### config.mk
export PLATFORM = sky130hd
export DESIGN_NAME = audio_i2s_tx
export DESIGN_NICKNAME = d
export VERILOG_FILES = /design/src/rtl/audio_i2s_pkg.sv /design/src/rtl/audio_i2s_clkgen.sv /design/src/rtl/audio_i2s_tx.sv
export SDC_FILE = /design/constraint.sdc
export NUM_CORES = 1
export LEC_CHECK = 0
export ABC_AREA = 1
export CORE_UTILIZATION = 48
export CTS_CLUSTER_SIZE = 16
export DETAILED_ROUTE_END_ITERATION = 16
export PLACE_DENSITY = 0.75
export SYNTH_ARGS = -nofsm -noshare
export SYNTH_HDL_FRONTEND = slang
export SYNTH_SLANG_ARGS = --single-unit
### constraint.sdc
create_clock -name i_clock -period 2.3 [get_ports i_clock]
set_clock_uncertainty 0.05 [all_clocks]
set_input_delay 0.46 -clock i_clock [delete_from_list [all_inputs] [get_ports i_clock]]
set_output_delay 0.46 -clock i_clock [all_outputs]
set_load 0.005 [all_outputs]
### src/rtl/audio_i2s_pkg.sv
// Shared constants, FSM state type and the slot-to-sample bit mapping for the I2S transmitter.
package audio_i2s_pkg;

  localparam int FRAME_BITS  = 64;
  localparam int SLOT_BITS   = 32;
  localparam int SAMPLE_BITS = 16;

  typedef enum logic {
    IDLE = 1'b0,
    RUN  = 1'b1
  } state_e;

  // Slot 1 carries the MSB (one-bit I2S delay), slot 16 the LSB, everything else is 0.
  function automatic logic sample_bit(input logic [SAMPLE_BITS-1:0] w, input logic [4:0] s);
    logic b;
    b = 1'b0;
    for (int i = 1; i <= SAMPLE_BITS; i++) begin
      if (s == 5'(i)) b = w[SAMPLE_BITS-i];
    end
    return b;
  endfunction

endpackage

### src/rtl/audio_i2s_clkgen.sv
// BCLK divider: toggles bclk every BCLK_HALF clocks, with strobes flagging the clock on which it falls/rises.
module audio_i2s_clkgen #(
  parameter int BCLK_HALF = 17
) (
  input  logic i_clock,
  input  logic i_reset,
  input  logic i_clear,
  input  logic i_run,
  output logic o_bclk,
  output logic o_fall,
  output logic o_rise
);

  localparam int DW = $clog2(BCLK_HALF);

  logic [DW-1:0] div_q;
  logic          bclk_q;
  logic          wrap;

  // Strobes are asserted during the cycle whose closing edge moves bclk, so
  // downstream registers update on the same edge as the bclk transition.
  assign wrap   = i_run && (div_q == DW'(BCLK_HALF - 1));
  assign o_fall = wrap && bclk_q;
  assign o_rise = wrap && !bclk_q;
  assign o_bclk = bclk_q;

  always_ff @(posedge i_clock or negedge i_reset) begin
    if (!i_reset) begin
      div_q  <= '0;
      bclk_q <= 1'b0;
    end else if (i_clear) begin
      div_q  <= '0;
      bclk_q <= 1'b0;
    end else if (i_run) begin
      if (wrap) begin
        div_q  <= '0;
        bclk_q <= ~bclk_q;
      end else begin
        div_q <= div_q + 1'b1;
      end
    end
  end

endmodule

### src/rtl/audio_i2s_tx.sv
// I2S serializer: frames two 16-bit samples per 64-BCLK frame and generates the controller sample clock.
module audio_i2s_tx
  import audio_i2s_pkg::*;
#(
  parameter int BCLK_HALF = 17
) (
  input  logic        i_clock,
  input  logic        i_reset,
  input  logic        i_enable,
  input  logic [15:0] i_sample_left,
  input  logic [15:0] i_sample_right,
  output logic        o_sample_clock,
  output logic        o_i2s_bclk,
  output logic        o_i2s_lrck,
  output logic        o_i2s_sdata,
  output logic        o_busy
);

  if (BCLK_HALF < 2) begin : g_bad_bclk_half
    $fatal(1, "audio_i2s_tx: BCLK_HALF must be >= 2");
  end

  state_e                 state_q;
  logic [5:0]             p_q;
  logic [SAMPLE_BITS-1:0] shl_q, shr_q;
  logic                   lrck_q, sclk_q, sdata_q;

  logic                   bclk, bclk_fall, unused_bclk_rise;
  logic [5:0]             p_nxt;
  logic                   right_nxt, frame_end;
  logic [SAMPLE_BITS-1:0] word_nxt;

  audio_i2s_clkgen #(.BCLK_HALF(BCLK_HALF)) u_clkgen (
    .i_clock (i_clock),
    .i_reset (i_reset),
    .i_clear (state_q == IDLE),
    .i_run   (state_q == RUN),
    .o_bclk  (bclk),
    .o_fall  (bclk_fall),
    .o_rise  (unused_bclk_rise)
  );

  assign p_nxt     = p_q + 6'd1;
  assign right_nxt = (p_nxt >= 6'(SLOT_BITS));
  assign word_nxt  = right_nxt ? shr_q : shl_q;
  assign frame_end = (p_q == 6'(FRAME_BITS - 1));

  always_ff @(posedge i_clock or negedge i_reset) begin
    if (!i_reset) begin
      state_q <= IDLE;
      p_q     <= '0;
      shl_q   <= '0;
      shr_q   <= '0;
      lrck_q  <= 1'b0;
      sclk_q  <= 1'b0;
      sdata_q <= 1'b0;
    end else begin
      case (state_q)
        IDLE: begin
          if (i_enable) begin
            state_q <= RUN;
            p_q     <= '0;
            shl_q   <= i_sample_left;
            shr_q   <= i_sample_right;
            lrck_q  <= 1'b0;
            sclk_q  <= 1'b1;
            sdata_q <= 1'b0;
          end
        end
        RUN: begin
          if (bclk_fall) begin
            p_q     <= p_nxt;
            lrck_q  <= right_nxt;
            sclk_q  <= ~right_nxt;
            sdata_q <= sample_bit(word_nxt, p_nxt[4:0]);
            // Frame boundary: the only place enable is honoured and samples are taken.
            if (frame_end) begin
              if (i_enable) begin
                shl_q <= i_sample_left;
                shr_q <= i_sample_right;
              end else begin
                state_q <= IDLE;
                p_q     <= '0;
                lrck_q  <= 1'b0;
                sclk_q  <= 1'b0;
                sdata_q <= 1'b0;
              end
            end
          end
        end
        default: state_q <= IDLE;
      endcase
    end
  end

  assign o_busy         = (state_q == RUN);
  assign o_sample_clock = sclk_q;
  assign o_i2s_bclk     = bclk;
  assign o_i2s_lrck     = lrck_q;
  assign o_i2s_sdata    = sdata_q;

endmodule
* Word-level counts from Yosys, hierarchy flattened
Cells that the tools add are included.
Operators by class: add/sub/neg operators 2, $lt $le $gt $ge 1, eq/ne operators 22, muxes and demuxes 52, bitwise gates (word level) 3, reductions and logical operators 4
Operators with widths (number):
- 16-bit two-way mux | 7
- 16-bit one-hot mux with 2 select lines | 2
- 5-bit by 4-bit equality test with 1-bit output, second input constant | 8
- 1-bit two-way mux | 32
- 6-bit two-way mux | 4
- 5-bit by 3-bit equality test with 1-bit output, second input constant | 4
- 6-bit one-hot mux with 2 select lines | 1
- 5-bit by 2-bit equality test with 1-bit output, second input constant | 2
- 5-bit equality test, second input constant | 2
- 5-bit two-way mux | 2
- 1-bit one-hot mux with 2 select lines | 4
- 6-bit by 1-bit adder with 6-bit output, second input constant | 1
- 6-bit equality test, second input constant | 1
- 6-bit >= comparator, second input constant | 1
- 2-bit by 1-bit != test with 1-bit output, second input constant | 3
- 5-bit by 1-bit adder with 5-bit output, second input constant | 1
- 5-bit by 1-bit equality test with 1-bit output, second input constant | 1
- 2-bit AND reduction | 2
- 1-bit NOT | 3
- 1-bit logical AND | 2
- 2-bit != test, second input constant | 1
Word-level totals: flip-flop bits (word level) 48, bits of input ports 35, output and inout bits 5, word-level logic and storage cells 93

* Longest topological paths before layout
depth in word-level cells 23, depth in mapped cells 33, depth with buffers taken out 33

* Hierarchy
Synthesis repeated with hierarchy kept, for this count alone.
Second synthesis, totals: cells, all modules 308, area, all modules 2620.0 µm²
Modules (own cells, without submodules):
- audio_i2s_tx | times used 1, cells an instance 257, area each 2235.9 µm²
- audio_i2s_clkgen | times used 1, cells an instance 51, area each 384.1 µm²

* Least setup slack after synthesis
OpenSTA, ideal clock, no wires.
path type register to register, from reg p_q[0], to reg sdata_q (netlist: o_i2s_sdata), library setup time 0.117 ns, data arrival time 2.205 ns, path slack -0.072 ns, cell stages (with the launch flop) 28, buffers on the path 0, clock period less this slack 2.372 ns, path through dfrtp_1 > ha_1 > xor2_1 > inv_2 > nor2_2 > nand2_1 > a21oi_1 > nand2_1 > nand2_1 > nand2_1 > nand2_1 > nand2_1 > nand2_1 > nand2_1 > nand2_1 > nand2_1 > nand2_1 > nand2_1 > nand2_1 > nand2_1 > nand2_1 > nand2_1 > nand2_1 > nand2_1 > nand2_1 > nand2_1 > nand2_1 > nand2_1
On the way: word-level cells in the longest chain between the ends 23, elaborated cells between the ends (all ways) 40, classes of those cells 1 x add/sub; 1 x order compare; 17 x eq/ne; 21 x mux
RTL lines:
- start, declared | RTL line audio_i2s_tx.sv:24 | logic [5:0] p_q;
- start signal, assigned | RTL line audio_i2s_tx.sv:72 | p_q <= p_nxt;
- 6-bit by 1-bit adder with 6-bit output | RTL line audio_i2s_tx.sv:43 | assign p_nxt = p_q + 6'd1;
- 6-bit >= comparator | RTL line audio_i2s_tx.sv:44 | assign right_nxt = (p_nxt >= 6'(SLOT_BITS));
- 16-bit two-way mux | RTL line audio_i2s_tx.sv:45 | assign word_nxt = right_nxt ? shr_q : shl_q;
- 1-bit two-way mux (16 in series) | RTL line audio_i2s_pkg.sv:18 | if (s == 5'(i)) b = w[SAMPLE_BITS-i];
- 1-bit two-way mux | RTL line audio_i2s_tx.sv:78 | if (i_enable) begin
- 1-bit two-way mux * | RTL line audio_i2s_tx.sv:77 | if (frame_end) begin
- 1-bit two-way mux * | RTL line audio_i2s_tx.sv:71 | if (bclk_fall) begin
- 1-bit one-hot mux with 2 select lines * | RTL line audio_i2s_tx.sv:58 | case (state_q)
- end signal, assigned | RTL line audio_i2s_tx.sv:75 | sdata_q <= sample_bit(word_nxt, p_nxt[4:0]);
- end, declared | RTL line audio_i2s_tx.sv:26 | logic lrck_q, sclk_q, sdata_q;
Mark *: on every way between the ends. The rest lies on a longest branch, timed or not. The select of a mux whose other input is x is not followed. A chain may end at the register's enable or synchronous reset.

* Worst setup path in the final report
Same ends and word-level chain as after synthesis.

==> results.txt <==
Die width - 74.6 um
Largest net degree at the start of global routing - 38
Mean Syn Cell Area - 8.81 um^2
Worst hold path type - input port to async pin
Yosys warns - 0
Comb pwr share - 0.050
Power per cell area - 446 nW/um^2
Setup TNS - -0.149 ns
Period utilisation layout - 1.06
Sw Share - 0.202
PnR Total Power - 1520 uW
Synth Area in Compound Gates - 0.0752
Residual DRC - 0
Mux contribution to synthesized area - 0.120
Yosys top cell area share - 0.475
Final setup viols - 1
Library cells used by synthesis - 28
Minimum clock period - 2.45 ns
Critical path launch point type - register
Setup Crit Path Kind - register to register
Critical path capture point type - register
Area grow syn2layout - 35.2%
PortBufs - 39
Post-DR wirelength/cell - 12.6 um
Final hold violation count - 0
FP Rows - 26
Post-place setup slack - -0.218 ns
Drt total wl - 5.42 mm
DP Wirelength - 4.09 mm
Max Fclk - 408 MHz
Number of synthesized register bits - 48
DR vias/cell - 4.91
Total track usage - 0.220
Worst rel slew slack - 0.579
Worst Path Max Fanout - 6
Worst setup margin - -0.149 ns
Largest buffer count on any clock path - 2
Adder-cell share of the synthesized area - 0.0347
RePlAce Congestion - 0.896
Synth area leader - dfrtp_1
Cell area after synthesis - 2530 um^2
Req. time, crit path - 2.50 ns
CTS root buf - clkbuf_8
CTS Buf Count - 5
Initial DRC Count - 67
H-tree levels - 2
Maxcap violations - 0
CP dominant cell by count - nand2_1
# nets final - 401
Reg clk slew, reported paths - 0.09 ns
CTS tree - done
Worst vdd ir - 0.000318 V
Commonest non-fill, non-tap cell in the layout - nand2_1
Clock Power Share - 0.396
Routed via count - 2113
Failing checks - negative setup slack
Synth Area in Simple Gates - 0.217
Die H - 74.6 um
Crit-path slowest cell - dfrtp_2
Synth Area in XOR/XNOR - 0.0139
Drt pass-1 iters - 4
CP Data Arrival Time - 2.65 ns
Starting density of the core - 0.498
Largest family of logic cells by synthesized area - simple AND/OR/NAND/NOR gates
ANT cells - 0
Number of flops mapped to enable cells by yosys - 0
Top_reg_cell synth - dfrtp_1
Antenna violations before repair - 0
Final count of pins violating max slew - 0
Leading cell types in the layout, fill and taps excluded - 55 x nand2_1, 45 x dfrtp_1, 38 x clkdlybuf4s50_1, 37 x nor2_1, 32 x inv_1
Register area share after synthesis - 0.475
Outcome - complete, but fails checks
IO Count - 40
Ys async rst share - 1.00
Cell Int Power - 1220 uW
P_sw - 307 uW
Hold_buf cts - 0
First-pass GRT wire length - 9.20 mm
Syn_nets - 329
Remaining Overflow, GRT - 0
Reg power frac - 0.553
Syn Inst Count - 287
Die area - 5560 um^2
Share of layout cells above drive strength 1 - 0.264
Slew @ Worst Pin - 0.631 ns
RSZ-0062 raised after global routing - true
Leak - 0.00176 uW
Core area - 5070 um^2
Largest cells by area after synthesis - dfrtp_1 48%, mux2_2 12%, nand2_1 8.3%
Worst hold margin - 0.115 ns
Clk_lat worst skew - 0.30 ns
Worst path max stage delay - 0.46 ns
Post-route ant nets - 0
Clock sink total - 48
Number of global-route vias before repair - 2068
## sequential cells by signal, summed over array words and instances (netlist names)
name / flops
shl_q: 16
shr_q: 16
p_q: 6
u_clkgen.div_q: 5
o_busy: 1
o_i2s_lrck: 1
o_i2s_sdata: 1
o_sample_clock: 1
u_clkgen.o_bclk: 1
## logic make-up (layout without fill, tap and decap cells)
logic type,Yosys count,in the layout
fa+ha+maj,7,7
simple gates,127,127
buf+inv,42,115
mux,27,27
xor+xnor,4,4
flops,48,48
compound gates,32,32
## synth_stat cells, types with 2 or more instances
master / count
o22ai_1: 3
nand2_2: 4
dfrtp_1: 48
nand2_1: 56
ha_1: 7
inv_1: 34
nand3_2: 2
o21ai_0: 16
clkbuf_1: 3
mux2_2: 27
nand3_1: 15
a21oi_1: 7
xor2_1: 3
nor2_1: 38
buf_2: 2
nor3_1: 8
inv_2: 3
## stage by stage
stage                      util  area [um^2]  std cells
after floorplan               -         2540        287
after global placement    0.634         3220        420
after detailed placement  0.634         3220        420
after CTS                 0.671         3400        430
after global routing      0.674         3420        430
final                     0.674         3420        430
## power groups by stage
stage	sequential, uW	clock, uW	combinational [uW]
after detailed placement	860	0	78.6
after global routing	843	665	84.4
after global placement	860	0	77.3
after CTS	843	618	78.8
final	843	604	76.9
after floorplan	860	0	0.835
## critical path: cells and delay by family (launching register included)
kind | cells | cell delay (ns)
simple gates | 29 | 1.47
flops | 1 | 0.46
fa+ha+maj | 1 | 0.23
buf+inv | 2 | 0.18
## what timing repair did
action,in CTS,in global routing
resized for setup,14,2
setup buffers,2,0
endpoints found under the setup margin,1,1
endpoints found under the hold margin,0,0
pin swaps,4,0
## layer usage
| metal | global-route usage | routed length (um) | vias to the layer above |
|---|---|---|---|
| met5 | 0 | 0 | - |
| met4 | 0.0818 | 87 | 0 |
| met3 | 0.0393 | 155 | 8 |
| met2 | 0.388 | 2810 | 33 |
| met1 | 0.267 | 2370 | 1012 |
| li1 | - | - | 1060 |
## worst paths after layout
check | cells after the start | endpoint | slack [ns] | start
setup / recovery | 32 | o_i2s_sdata | -0.15 | p_q[0]
hold / removal | 1 | shl_q[10] | 0.11 | i_reset
setup reg to reg | 32 | o_i2s_sdata | -0.15 | p_q[0]
hold reg to reg | 1 | u_clkgen.div_q[0] | 0.44 | u_clkgen.div_q[0]
max in group asynchronous | 2 | shl_q[9] | 1.48 | i_reset
min in group i_clock | 1 | u_clkgen.div_q[0] | 0.44 | u_clkgen.div_q[0]
## final cells by class
class | instances | area (um^2)
tap | 70 | 87.6
fill | 415 | 1660
timing repair buffer | 70 | 631
clock inverter | 3 | 42.5
inverter | 37 | 139
multi-input combinational | 197 | 1240
sequential | 48 | 1200
clock buffer | 5 | 68.8
Note: power is estimated with default switching activity, not from simulation.
